### config.mk
export PLATFORM = sky130hd
export DESIGN_NAME = sort_sequencer
export DESIGN_NICKNAME = d
export VERILOG_FILES = /design/src/rtl/sort_pkg.sv /design/src/rtl/pulse_counter.sv /design/src/rtl/sort_sequencer.sv
export SDC_FILE = /design/constraint.sdc
export NUM_CORES = 1
export LEC_CHECK = 0
export ABC_AREA = 1
export BUFFER_PORTS_ARGS = -buffer_cell sky130_fd_sc_hd__buf_4
export CAP_MARGIN = 20
export CORE_MARGIN = 2
export CORE_UTILIZATION = 60
export CTS_CLUSTER_DIAMETER = 150
export DETAILED_ROUTE_END_ITERATION = 10
export GPL_ROUTABILITY_DRIVEN = 0
export GPL_TIMING_DRIVEN = 1
export PLACE_DENSITY = 0.83
export SLEW_MARGIN = 20
export SYNTH_ARGS = -nofsm -noshare
export SYNTH_HDL_FRONTEND = slang
export SYNTH_SLANG_ARGS = --single-unit
### constraint.sdc
create_clock -name clk -period 2.7 [get_ports clk]
set_input_delay 0.27 -clock clk [delete_from_list [all_inputs] [get_ports clk]]
set_output_delay 0.27 -clock clk [all_outputs]
set_load 0.005 [all_outputs]
### src/rtl/sort_pkg.sv
// rtl/sort_pkg.sv - shared types and constants for the colour sort sequencer
package sort_pkg;

    typedef enum logic [1:0] {
        CH_R = 2'd0,
        CH_G = 2'd1,
        CH_B = 2'd2,
        CH_C = 2'd3
    } chan_t;

    typedef enum logic [1:0] {
        ST_SETTLE = 2'd0,
        ST_GATE   = 2'd1,
        ST_DECIDE = 2'd2,
        ST_HOLD   = 2'd3
    } state_t;

    // TCS3200 {s2,s3} filter select codes
    localparam logic [1:0] FILT_RED   = 2'b00;
    localparam logic [1:0] FILT_GREEN = 2'b11;
    localparam logic [1:0] FILT_BLUE  = 2'b01;
    localparam logic [1:0] FILT_CLEAR = 2'b10;

    // TCS3200 {s0,s1} output frequency scaling
    localparam logic [1:0] SCALE_OFF   = 2'b00;
    localparam logic [1:0] SCALE_20PCT = 2'b10;

    function automatic logic [1:0] filter_code(input chan_t ch);
        logic [1:0] code;
        case (ch)
            CH_R:    code = FILT_RED;
            CH_G:    code = FILT_GREEN;
            CH_B:    code = FILT_BLUE;
            default: code = FILT_CLEAR;
        endcase
        return code;
    endfunction

endpackage

### src/rtl/pulse_counter.sv
// rtl/pulse_counter.sv - synchronised rising-edge counter with saturation
module pulse_counter #(
    parameter int CNT_W = 16
) (
    input  logic             clk,
    input  logic             rst_n,
    input  logic             sensor_in,
    input  logic             clear,
    input  logic             enable,
    output logic [CNT_W-1:0] count_next
);

    localparam logic [CNT_W-1:0] CNT_MAX = '1;
    localparam logic [CNT_W-1:0] CNT_ONE = CNT_W'(1);

    logic             sync1;
    logic             sync2;
    logic             prev;
    logic             rise;
    logic [CNT_W-1:0] count;

    always_ff @(posedge clk or negedge rst_n) begin
        if (!rst_n) begin
            sync1 <= 1'b0;
            sync2 <= 1'b0;
            prev  <= 1'b0;
            count <= '0;
        end else begin
            sync1 <= sensor_in;
            sync2 <= sync1;
            prev  <= sync2;
            count <= count_next;
        end
    end

    assign rise = sync2 & ~prev;

    // Exposed as the next value so an edge on the final gate cycle still lands in the latch
    always_comb begin
        count_next = count;
        if (clear) begin
            count_next = '0;
        end else if (enable && rise && (count != CNT_MAX)) begin
            count_next = count + CNT_ONE;
        end
    end

endmodule

### src/rtl/sort_sequencer.sv
// rtl/sort_sequencer.sv - TCS3200 filter sequencing, colour classification and sort gate control
module sort_sequencer
    import sort_pkg::*;
#(
    parameter int SETTLE_CYCLES = 100_000,
    parameter int GATE_CYCLES   = 1_000_000,
    parameter int HOLD_CYCLES   = 50_000_000,
    parameter int CNT_W         = 16,
    parameter int MIN_CLEAR     = 200
) (
    input  logic       clk,
    input  logic       rst,
    input  logic       sensor_out,
    input  logic [2:0] SW,
    output logic       s0,
    output logic       s1,
    output logic       s2,
    output logic       s3,
    output logic       red_detected,
    output logic       green_detected,
    output logic       blue_detected,
    output logic       led0,
    output logic       led1,
    output logic       servo_on,
    output logic       busy
);

    localparam logic [31:0]      SETTLE_LAST = 32'(SETTLE_CYCLES - 1);
    localparam logic [31:0]      GATE_LAST   = 32'(GATE_CYCLES - 1);
    localparam logic [31:0]      HOLD_LAST   = 32'(HOLD_CYCLES - 1);
    localparam logic [CNT_W-1:0] CLEAR_MIN   = CNT_W'(MIN_CLEAR);

    state_t           state, state_nxt;
    chan_t            chan, chan_nxt;
    logic [31:0]      timer, timer_nxt;
    logic             run;
    logic [CNT_W-1:0] cnt_r, cnt_g, cnt_b, cnt_c;
    logic [CNT_W-1:0] count_next;
    logic [2:0]       det, det_q;
    logic             match, reject, gate_end;
    logic             led0_q, led1_q;

    pulse_counter #(
        .CNT_W(CNT_W)
    ) u_pulse_counter (
        .clk        (clk),
        .rst_n      (rst),
        .sensor_in  (sensor_out),
        .clear      (state == ST_SETTLE),
        .enable     (state == ST_GATE),
        .count_next (count_next)
    );

    assign gate_end = (state == ST_GATE) && (timer == GATE_LAST);

    // Bit order matches SW: [0] red, [1] green, [2] blue
    always_comb begin
        det = 3'b000;
        if (cnt_c >= CLEAR_MIN) begin
            if (cnt_r > cnt_g && cnt_r > cnt_b) begin
                det = 3'b001;
            end else if (cnt_g > cnt_r && cnt_g > cnt_b) begin
                det = 3'b010;
            end else if (cnt_b > cnt_r && cnt_b > cnt_g) begin
                det = 3'b100;
            end
        end
    end

    assign match  = |(det & SW);
    assign reject = (|det) && !match;

    always_comb begin
        state_nxt = state;
        chan_nxt  = chan;
        timer_nxt = timer + 32'd1;
        case (state)
            ST_SETTLE: begin
                if (timer == SETTLE_LAST) begin
                    state_nxt = ST_GATE;
                    timer_nxt = '0;
                end
            end
            ST_GATE: begin
                if (timer == GATE_LAST) begin
                    timer_nxt = '0;
                    if (chan == CH_C) begin
                        state_nxt = ST_DECIDE;
                    end else begin
                        state_nxt = ST_SETTLE;
                        chan_nxt  = chan_t'(chan + 2'd1);
                    end
                end
            end
            ST_DECIDE: begin
                timer_nxt = '0;
                chan_nxt  = CH_R;
                state_nxt = match ? ST_HOLD : ST_SETTLE;
            end
            ST_HOLD: begin
                if (timer == HOLD_LAST) begin
                    state_nxt = ST_SETTLE;
                    timer_nxt = '0;
                end
            end
            default: begin
                state_nxt = ST_SETTLE;
                chan_nxt  = CH_R;
                timer_nxt = '0;
            end
        endcase
    end

    // run delays the schedule by one clock so the first round starts with the sensor powered up
    always_ff @(posedge clk or negedge rst) begin
        if (!rst) begin
            run    <= 1'b0;
            state  <= ST_SETTLE;
            chan   <= CH_R;
            timer  <= '0;
            cnt_r  <= '0;
            cnt_g  <= '0;
            cnt_b  <= '0;
            cnt_c  <= '0;
            det_q  <= 3'b000;
            led0_q <= 1'b0;
            led1_q <= 1'b0;
        end else begin
            run <= 1'b1;
            if (run) begin
                state <= state_nxt;
                chan  <= chan_nxt;
                timer <= timer_nxt;
            end
            if (gate_end) begin
                case (chan)
                    CH_R:    cnt_r <= count_next;
                    CH_G:    cnt_g <= count_next;
                    CH_B:    cnt_b <= count_next;
                    default: cnt_c <= count_next;
                endcase
            end
            if (state == ST_DECIDE) begin
                det_q  <= det;
                led1_q <= match;
                led0_q <= (SW == 3'b000 && det != 3'b000) ? ~led0_q : reject;
            end
        end
    end

    assign {s0, s1}       = run ? SCALE_20PCT : SCALE_OFF;
    assign {s2, s3}       = filter_code(chan);
    assign red_detected   = det_q[0];
    assign green_detected = det_q[1];
    assign blue_detected  = det_q[2];
    assign led0           = led0_q;
    assign led1           = led1_q;
    assign servo_on       = (state == ST_HOLD);
    assign busy           = run && (state == ST_SETTLE || state == ST_GATE);

endmodule

# Word-level counts from Yosys, hierarchy flattened
# Index checks and enable logic that the tools add are counted.
# W data, S select, Z words.
# word_totals
register_bits	125
in_bits	6
output_inout_bits	11
elab_cells	91
# classes
add_sub_neg	3
order_cmp	7
eq_ne	14
mux	22
bitwise	5
reduce_logical	25
# op_table
cell	n
$pmux W32 S4	1
$gt A16 B16 Y1	6
$mux W32	3
$add A32 B1 Y32 const B	1
$eq A32 B17 Y1 const B	1
$eq A32 B20 Y1 const B	1
$eq A32 B26 Y1 const B	1
$mux W16	2
$add A16 B1 Y16 const B	1
$ge A16 B8 Y1 const B	1
$mux W2	8
$ne A16 B16 Y1 const B	1
$mux W3	4
$logic_and A1 B1 Y1	9
$reduce_or A3 Y1	3
$eq A2 B2 Y1 const B	4
$pmux W2 S4	1
$reduce_and A2 Y1	4
$reduce_and A4 Y1	2
$ne A2 B2 Y1 const B	3
$pmux W2 S3	1
$eq A2 B1 Y1 const B	2
$logic_not A2 Y1	2
$pmux W2 S2	1
11 further kinds	13

# Logic depth before layout (Yosys ltp)
# logic_depth
depth_word	11
ltp_mapped	16
depth_no_buf	16

# By module
# From an unflattened synthesis, not the netlist that was laid out.
# hier_totals
hier_cells	955
area_unflattened_um2	7334.5
# modules_own_cells
mod	instances	cells_per_inst	area_per_inst_um2	seq_area_each_um2
sort_sequencer	1	793	6165.9	2577.5
pulse_counter	1	162	1168.6	475.5

# Worst setup path before layout
# OpenSTA, ideal clock, no wires.
# synth_timing
kind	flip-flop to flip-flop
start	register timer[0]
end	register timer[24]
setup_ns	0.125
arrival_time_ns	1.734
t_required_ns	2.575
setup_slack_ns	0.842
path_stages_with_launch	12
path_buffers	0
synth_period_minus_slack_ns	1.858
path_cell_list	dfrtp_1 ha_1 nand2_1 nor2_4 nand2_1 inv_1 nand4_1 or2_2 nor2_1 nand2_1 nor3_1 nor3_1
# synth_via
elab_chain_len	3
word_cells_on_any_way	8
classes_between	add/sub (1); eq/ne (3); mux (4)
# synth_lines
element	line	source
from (decl)	sort_sequencer.sv:35	logic [31:0] timer, timer_nxt;
from (signal assigned)	sort_sequencer.sv:133	timer <= timer_nxt;
$add A32 B1 Y32, or another cell as far along	sort_sequencer.sv:76	timer_nxt = timer + 32'd1;
$mux W32 (on tied branches)	sort_sequencer.sv:101, sort_sequencer.sv:79, sort_sequencer.sv:85	
$pmux W32 S4 (*)	sort_sequencer.sv:77	case (state)
# Every way passes the cells marked *; elsewhere a longest branch is shown, timed or not.
# A chain may end at the register's enable or synchronous reset.

# Worst setup path in the final report
# layout_timing
start	register u_pulse_counter.count[0]
end	register cnt_c[14]
# layout_via
elab_chain_len	4
word_cells_on_any_way	5
classes_between	add/sub (1); eq/ne (1); mux (2); reduce/logical (1)
# layout_lines
element	line	source
from (decl)	pulse_counter.sv:20	logic [CNT_W-1:0] count;
from (signal assigned)	pulse_counter.sv:32	count <= count_next;
parallel branches: the longest is 2 deep, another holds $add A16 B1 Y16	n/a	
$mux W16 (*)	pulse_counter.sv:43	end else if (enable && rise && (count != CNT_MAX)) begin
$mux W16 (*)	pulse_counter.sv:41	if (clear) begin
to (signal assigned)	sort_sequencer.sv:140	default: cnt_c <= count_next;
to (decl)	sort_sequencer.sv:37	logic [CNT_W-1:0] cnt_r, cnt_g, cnt_b, cnt_c;
# Every way passes the cells marked *.

==> summary.txt <==
OUTCOME
-------------------------------------------------------------------------------------------------
Result of the run .................................................................. finished, final reports clean

CTS
-------------------------------------------------------------------------------------------------
Clk Tree Root Cell .................................................................    clkbuf_16
Number of sinks driven by the clock tree ...........................................          122
TritonCTS clock tree ...............................................................          yes
H-tree level count .................................................................            4
Clock insertion delay at the later pin of the skew report ..........................      0.42 ns
Clock buffer count from CTS ........................................................           17
Clock tree buffer depth ............................................................            2
Clock Pin Slew Worst Setup and Hold Paths ..........................................      0.06 ns

STA
-------------------------------------------------------------------------------------------------
Period minus WS final ..............................................................      2.35 ns
Post-Route Skew ....................................................................    0.0124 ns
Transition time of the tightest slew-check pin .....................................     0.537 ns
Setup Total Neg Slack ..............................................................         0 ns
RSZ-0062 raised after global routing ...............................................        false
Final-report max-slew violation count ..............................................            0
# setup viols final ................................................................            0
Max Clock Freq .....................................................................      425 MHz
Worst hold margin ..................................................................     0.190 ns
Slew margin rel. ...................................................................        0.640
Final Cycle Share ..................................................................        0.872
Final Hold Fails ...................................................................            0

PWR
-------------------------------------------------------------------------------------------------
Total power after layout ...........................................................      4380 uW
Proportion of power drawn by combinational gates ...................................        0.042
Leak pwr ...........................................................................   0.00392 uW
Switching share of power ...........................................................        0.215
Highest ir drop seen on vdd ........................................................     0.658 mV
Proportion of power drawn by the clock network .....................................        0.520
Sequential share of power ..........................................................        0.438
Internal power of the cells ........................................................      3440 uW
Total power density per cell area ..................................................  540 nW/um^2
Switching pwr ......................................................................       944 uW

GLOBAL ROUTING
-------------------------------------------------------------------------------------------------
GR Overflow Total ..................................................................            0
Maximum number of pins on one net before global-route repair .......................           60
Overall global routing resource usage ..............................................        0.273
Antenna violations before repair ...................................................            0
Number of global-route vias before repair ..........................................        5,970
First-pass GRT wire length .........................................................      27.9 mm

DIE
-------------------------------------------------------------------------------------------------
Starting utilization of the core area ..............................................        0.607
Die footprint ......................................................................  12,900 um^2
Horiz. Die Dim .....................................................................       114 um
Number of rows created at floorplan ................................................           40
Vertical extent of the die .........................................................       114 um
Area of the core ...................................................................  11,900 um^2
Number of ports placed on the die boundary .........................................           17

FINAL LAYOUT
-------------------------------------------------------------------------------------------------
Post-route design area .............................................................    8110 um^2
Commonest non-fill, non-tap cells in the layout .................................... nand2_1, dfrtp_1, inv_1
Final layout net count .............................................................        1,025
Layout cells sized above 1 .........................................................       0.0687
Register area ......................................................................    3050 um^2
Count of filler cells inserted in the layout .......................................          915
Most frequent standard cell in the layout excluding fill and tap cells .............      nand2_1
Layout Area Growth over Synthesis ..................................................        12.7%
Combined area of the multi-input logic cells .......................................    3610 um^2
# diodes ...........................................................................            0

PLACED DESIGN
-------------------------------------------------------------------------------------------------
IO Port Bufs .......................................................................           15
Placed standard-cell area ..........................................................    7490 um^2
Hpwl dp ............................................................................      11.8 mm

SYNTHESIS
-------------------------------------------------------------------------------------------------
Biggest area consumer among synthesized cells ......................................      dfrtp_1
Netlist area before placement ......................................................    7200 um^2
Number of distinct library cell variants in the gate-level netlist after synthesis .           39
Number of warning messages in the yosys log ........................................            0
Sequential area share after synthesis ..............................................        0.424
Cell types with the largest area share after synthesis ............................. dfrtp_1, nand2_1, ha_1
Area share of the leading cell type in the synthesized netlist .....................        0.424
Mapped Nets ........................................................................        1,000
Cells after synthesis ..............................................................          939
Mean Syn Cell Area .................................................................    7.67 um^2
Number of register bits inferred by synthesis ......................................          122

DRT
-------------------------------------------------------------------------------------------------
Post-route antenna net violation count .............................................            0
Via density per instance ...........................................................         5.52
Vias after detailed routing ........................................................        6,197
DRC viols ..........................................................................            0
Avg WL per Cell ....................................................................      14.7 um
First-pass iteration count of the detailed router ..................................            5
Total wire length ..................................................................      16.5 mm
Number of DRC markers in iteration 0 ...............................................          514

WORST SETUP PATH
-------------------------------------------------------------------------------------------------
Element type at the critical path end ..............................................     register
Startpoint class of the critical path ..............................................     register
Critical-path cell with the highest stage delay ....................................      dfrtp_1
Register-to-Register Path Depth ....................................................           10
Max FO, Critical Path ..............................................................           15
Worst Path Class, Setup ............................................................      reg2reg
Crit-path most repeated cell .......................................................      nand3_1
Crit-path max cell delay ...........................................................      0.41 ns
WP data arrival ....................................................................      2.68 ns
Cell Chain, Critical Path .......................................................... ha_1, nand3_1, nor3_2, nand3_1, nand2_2, clkinvlp_4, buf_4, o21ai_0, nand2_1, o21ai_1
Required time of the critical path .................................................      3.03 ns

HOLD PATH
-------------------------------------------------------------------------------------------------
Min-Delay Path Class ...............................................................       in2reg
Hold Path Stages ...................................................................            4

JOB
-------------------------------------------------------------------------------------------------
Max-cap violation count ............................................................            0

[cell type report]
class | count | area share
clock buffers | 22 | 0.0584
well taps | 147 | 0.0227
flip-flops and latches | 122 | 0.376
clock inverters | 8 | 0.0146
repair buffers | 27 | 0.0271
multi-input cells | 675 | 0.444
inverters | 121 | 0.0564
[state kept, by name, indices dropped and copies added (netlist names), 2 cells and up]
| register | flops |
|---|---|
| chan | 2 |
| det_q | 3 |
| cnt_c | 13 |
| state | 2 |
| u_pulse_counter.count | 16 |
| cnt_r | 16 |
| timer | 32 |
| cnt_b | 16 |
| cnt_g | 16 |
[cells by family after synthesis]
kind of cell | count (synthesis) | synth area share
simple gates | 465 | 0.279
flops | 122 | 0.424
xor+xnor | 23 | 0.0280
other cells | 2 | 0.00104
fa+ha+maj | 55 | 0.0956
compound gates | 130 | 0.0968
buf+inv | 142 | 0.0756
[power groups by stage]
stage	combinational (uW)	clock, uW	sequential (uW)
CTS	185	2300	1920
detailed placement	180	0	1950
global placement	180	0	1950
finish	182	2280	1920
global route	210	2380	1930
floorplan	110	0	1940
[worst max-delay path: cells and delay by family, from the launching register on]
family,cells,cell delay [ns]
simple gates,5,0.95
compound gates,2,0.41
buf+inv,2,0.31
flops,1,0.41
fa+ha+maj,1,0.18
[routing by layer]
| metal | global-route usage | share of wire |
|---|---|---|
| met4 | 0.115 | 0.029 |
| met5 | 0 | 0 |
| met1 | 0.351 | 0.44 |
| met2 | 0.459 | 0.48 |
| met3 | 0.0494 | 0.042 |
[per-stage QoR]
step                      cells  setup WS [ns]  utilization
after floorplan             939          0.842            -
after global placement     1089          0.446        0.631
after detailed placement   1089          0.379        0.631
after CTS                  1121          0.269        0.683
after global routing       1122          0.116        0.684
final                      1122          0.346        0.684
[cells in the mapped netlist]
cell type  instances
a211oi_1           1
a21o_1             6
a21oi_1           28
a31oi_1            2
and2_1             1
and3_1             1
buf_1              1
buf_2              6
buf_4              1
clkbuf_1          13
clkinv_1           2
conb_1             2
dfrtp_1          122
ha_1              55
inv_1            116
inv_2              3
nand2_1          248
nand3_1           32
nand3b_1           4
nand4_1           28
nor2_1            96
nor2_2             2
nor2_4             1
nor3_1            35
nor3_2             1
nor3_4             1
nor3b_1            5
nor4_1             5
nor4_4             1
o2111ai_1          3
o21a_1             3
o21ai_0           49
o21ai_1           35
o21bai_1           2
o31ai_1            1
or2_1              1
or2_2              3
xnor2_1            2
xor2_1            21
[final timing paths]
kind / slack (ns) / start / end
min in group asynchronous: 0.31 / rst / u_pulse_counter.sync1
max reg2reg: 0.35 / u_pulse_counter.count[0] / cnt_c[14]
max: 0.35 / u_pulse_counter.count[0] / cnt_c[14]
min reg2reg: 0.39 / u_pulse_counter.sync2 / u_pulse_counter.prev
min: 0.19 / SW[0] / led0
max in group asynchronous: 1.58 / rst / cnt_b[8]
[what timing repair did]
action                                 CTS  global route
gates resized for setup                  0             2
buffers inserted                         0             1
hold buffers                             2             0
endpoints found under the hold margin   25             0
setup endpoints to repair                0             7
Note: power is estimated with default switching activity, not from simulation.
